### config.mk
export PLATFORM = sky130hd
export DESIGN_NAME = pc_fetch_ctrl
export DESIGN_NICKNAME = d
export VERILOG_FILES = /design/src/rtl/pc_fetch_ctrl.sv
export SDC_FILE = /design/constraint.sdc
export NUM_CORES = 1
export LEC_CHECK = 0
export CAP_MARGIN = 25
export CORE_UTILIZATION = 47
export DETAILED_ROUTE_END_ITERATION = 8
export PLACE_DENSITY = 0.86
export REMOVE_ABC_BUFFERS = 1
export SYNTH_ARGS = -nofsm -noshare
export SYNTH_HDL_FRONTEND = slang
export SYNTH_SLANG_ARGS = --single-unit
### constraint.sdc
create_clock -name clk -period 3.61 [get_ports clk]
set_input_delay 1.083 -clock clk [delete_from_list [all_inputs] [get_ports clk]]
set_output_delay 1.083 -clock clk [all_outputs]
set_load 0.05 [all_outputs]
### src/rtl/pc_fetch_ctrl.sv
// pc_fetch_ctrl: owns the program counter and sequences instruction fetch.
// Issues one instruction-memory request at a time and holds each fetched word
// until decode accepts it. Branch/jump redirects from execute override fetch.
// A misaligned redirect target halts fetch until reset.
// Every output is decoded from registered state only, so no input reaches an
// output combinationally.
module pc_fetch_ctrl #(
    parameter logic [31:0] RESET_PC = 32'h0040_0030
) (
    input  logic        clk,
    input  logic        reset,
    output logic        imem_req,
    output logic [31:0] imem_addr,
    input  logic        imem_ready,
    input  logic [31:0] imem_rdata,
    output logic        instr_valid,
    output logic [31:0] instr,
    output logic [31:0] instr_pc,
    output logic [31:0] pc,
    input  logic        stall,
    input  logic        redirect_valid,
    input  logic [31:0] redirect_target,
    output logic        fault,
    output logic [31:0] fault_addr
);

    typedef enum logic [1:0] {
        IDLE  = 2'd0,
        FETCH = 2'd1,
        VALID = 2'd2,
        FAULT = 2'd3
    } state_t;

    state_t      state_r;
    logic [31:0] pc_r;
    logic [31:0] instr_r;
    logic [31:0] instr_pc_r;
    logic [31:0] fault_addr_r;

    // A fetch address is usable only when it sits on a 32-bit word boundary.
    function automatic logic is_word_aligned(input logic [31:0] addr);
        return (addr[1:0] == 2'b00);
    endfunction

    // Fetch sequencer: reset first, then redirect, then the memory/decode handshake.
    always_ff @(posedge clk) begin
        if (reset) begin
            state_r      <= IDLE;
            pc_r         <= RESET_PC;
            instr_r      <= 32'h0000_0000;
            instr_pc_r   <= 32'h0000_0000;
            fault_addr_r <= 32'h0000_0000;
        end else if ((state_r != FAULT) && redirect_valid) begin
            // The redirect wins over imem_ready and stall.
            // Any returning data is dropped, and a held instruction is squashed.
            if (is_word_aligned(redirect_target)) begin
                pc_r    <= redirect_target;
                state_r <= FETCH;
            end else begin
                fault_addr_r <= redirect_target;
                state_r      <= FAULT;
            end
        end else begin
            case (state_r)
                IDLE: begin
                    state_r <= FETCH;
                end
                FETCH: begin
                    if (imem_ready) begin
                        instr_r    <= imem_rdata;
                        instr_pc_r <= pc_r;
                        pc_r       <= pc_r + 32'd4;
                        state_r    <= VALID;
                    end else begin
                        state_r <= FETCH;
                    end
                end
                VALID: begin
                    if (!stall) begin
                        state_r <= FETCH;
                    end else begin
                        state_r <= VALID;
                    end
                end
                FAULT: begin
                    state_r <= FAULT;
                end
                default: begin
                    state_r <= IDLE;
                end
            endcase
        end
    end

    assign imem_req    = (state_r == FETCH);
    assign imem_addr   = pc_r;
    assign pc          = pc_r;
    assign instr_valid = (state_r == VALID);
    assign instr       = instr_r;
    assign instr_pc    = instr_pc_r;
    assign fault       = (state_r == FAULT);
    assign fault_addr  = fault_addr_r;

endmodule
==> impl_metrics.py <==
metrics = {
    "status": {
        "status": "finished clean",
    },
    "route": {
        "dr_total_vias": 6234,
        "wl_per_cell_um": 16.5,
        "drtAntennaViolNets": 0,
        "drc": 0,
        "dr.pass1.iters": 5,
        "vias_per_cell": 5.55,
        "drt_iter0_drc": 699,
        "wl_um": 18600,
    },
    "placement": {
        "dp_hpwl_um": 12700,
        "io_buffers": 231,
        "globalplace.congestion": 0.898,
        "dp_cells": 1092,
        "placed_area_um2": 8110,
    },
    "min_path": {
        "hold_path_class": "flip-flop to flip-flop",
        "worstHoldStart": "fault_addr[17]$_SDFFE_PP0P_",
    },
    "die": {
        "row_count": 40,
        "dieArea_um2": 13000,
        "design.core.area_um2": 12100,
        "die_w_um": 114,
        "ios": 232,
        "initial_core_util_pct": 48.6,
        "die_y_um": 114,
    },
    "critical_path": {
        "reg2reg_from": "imem_addr[2]$_SDFFE_PP0P_",
        "critical_path_class": "flip-flop to primary output",
        "cp_data_arrival_time_ns": 2.02,
        "crit_path_max_fanout": 9,
        "end_kind": "primary output",
        "required_ns": 2.53,
        "cp-startpoint": "state_r[1]$_SDFF_PP0_",
        "crit_path_start_kind": "flip-flop",
    },
    "flow_run": {
        "drv_cap": 0,
    },
    "cts": {
        "cts_resized": 0,
        "cts_buffer_depth": 2,
        "htreeDepth": 4,
        "cts_tree": "done",
        "cts.sinks": 130,
        "clk_pin_slew_ns": 0.06,
        "root_buffer": "clkbuf_16",
        "post_cts_buffers": 0,
        "clk-insertion-delay-late_ns": 0.41,
        "postCtsHoldBufs": 0,
        "cts_buffers": 17,
    },
    "grt": {
        "grt_pass1_vias": 5822,
        "grt.total_usage_pct": 28.5,
        "antenna_found_initial": 0,
        "grt_pass1_wl_um": 29100,
        "grt_max_degree": 75,
        "grt_overflow": 0,
    },
    "finish": {
        "final_cell_mix": "clkdlybuf4s50_1 (230), nand2_1 (225), dfxtp_1 (130)",
        "fill_cells": 963,
        "nets": 1013,
        "final_common_cell": "clkdlybuf4s50_1",
        "syn_to_final_growth_pct": 48.4,
        "final_core_util_pct": 72.1,
        "final_area_um2": 8730,
        "layout.cells.non_filler": 1124,
        "drive_gt1_share_pct": 6.80,
        "diodes": 0,
    },
    "logic_synthesis": {
        "syn_area_per_cell_um2": 7.68,
        "synth_seq_cells": 130,
        "synth_cells": 766,
        "yosysWarnings": 0,
        "ys_seq_area_share_pct": 44.2,
        "synthArstFlopShare_pct": 0,
        "synth_flop_cell": "dfxtp_1",
        "syn-cell-area_um2": 5880,
        "synth_edf_count": 0,
        "ys_types": 61,
    },
    "timing": {
        "hold_violations": 0,
        "finClkSkew_ns": 0.00448,
        "maxSlewViolCount": 0,
        "worst_pin_slew_ns": 0.869,
        "min_period_over_period_pct": 85.9,
        "max_freq_mhz": 322,
        "maxSlewHeadroom_pct": 41.5,
        "setup_viol": 0,
        "rsz0062_at_grt": "false",
        "fin_crit_ns": 3.10,
    },
    "pwr": {
        "ir_drop_v": 0.000412,
        "pwr_density_cell_nw_per_um2": 482,
        "p_leak_nw": 2.94,
    },
}
[registers in the layout (all words and copies together) (netlist names)]
register,count
fault_addr,32
imem_addr,32
instr,32
instr_pc,32
state_r,2
[per-layer routing]
| layer | wire length [um] | global-route usage, % | up-vias |
|---|---|---|---|
| met3 | 1490 | 6.43 | 43 |
| met1 | 7640 | 34.5 | 2897 |
| li1 | - | - | 2995 |
| met5 | 0 | 0 | - |
| met4 | 426 | 12.5 | 0 |
| met2 | 9010 | 48.6 | 299 |
[cells by family after synthesis]
group	count (synthesis)	share of synthesized area (%)
flip-flops	130	44.2
AND/OR/NAND/NOR	336	25.5
buffers and inverters	98	9.04
AO/OA/AOI/OAI	201	21.0
adder cells (fa/ha/maj)	1	0.213
[where the power goes]
group,internal (W),switching (W),total [W]
sequential,0.00150,0.0000860,0.00159
combinational,0.000300,0.000536,0.000836
clock,0.00114,0.000644,0.00178
[cell type report]
class	count	area [um2]	area share (%)
Sequential cell	130	2600	29.8
Clock inverter	12	155	1.78
Inverter	6	22.5	0.258
Multi-Input combinational cell	538	2800	32.0
Clock buffer	20	467	5.35
Tap cell	168	210	2.41
Timing Repair Buffer	250	2480	28.4
[Yosys cell counts (all sizes together), types with 4 or more instances]
master	instances	area, um2
o21ai	18	93.8
nor4	13	81.3
or3	5	31.3
o311ai	4	35.0
nor3	11	55.1
nand4	16	100
and2	10	62.6
a21boi	7	52.6
inv	5	18.8
nand3	13	77.6
dfxtp	130	2600
o221ai	7	61.3
a21oi	113	566
a31oi	6	37.5
nor2	21	78.8
nand2	225	845
buf	47	340
clkbuf	45	169
o211ai	13	97.6
[worst max-delay path: stages (launching register included)]
cell and delay [ns]:
dfxtp_1 0.55, nor2b_1 0.23, clkdlybuf4s50_1 0.82
[final timing paths]
| check | end | cells past startpoint | slack [ns] |
|---|---|---|---|
| setup / recovery | instr_valid | 2 | 0.51 |
| hold / removal | fault_addr[17]$_SDFFE_PP0P_ | 2 | 0.45 |
| setup reg to reg | imem_addr[26]$_SDFFE_PP0P_ | 5 | 1.26 |
| hold reg to reg | fault_addr[17]$_SDFFE_PP0P_ | 2 | 0.45 |
[stage by stage]
step | setup TNS [ns] | hold WS (ns) | setup slack [ns] | power (W)
6_report | 0 | 0.452 | 0.508 | 0.00421
5_1_grt | 0 | 0.469 | 0.414 | 0.00434
4_1_cts | 0 | 0.454 | 0.492 | 0.00422
3_5_place_dp | 0 | 0.446 | 0.508 | 0.00245
3_3_place_gp | 0 | 0.441 | 0.558 | 0.00244
2_1_floorplan | -349.89 | 0.534 | -5.17 | 0.00207
Power figures use the tool's default switching activity.
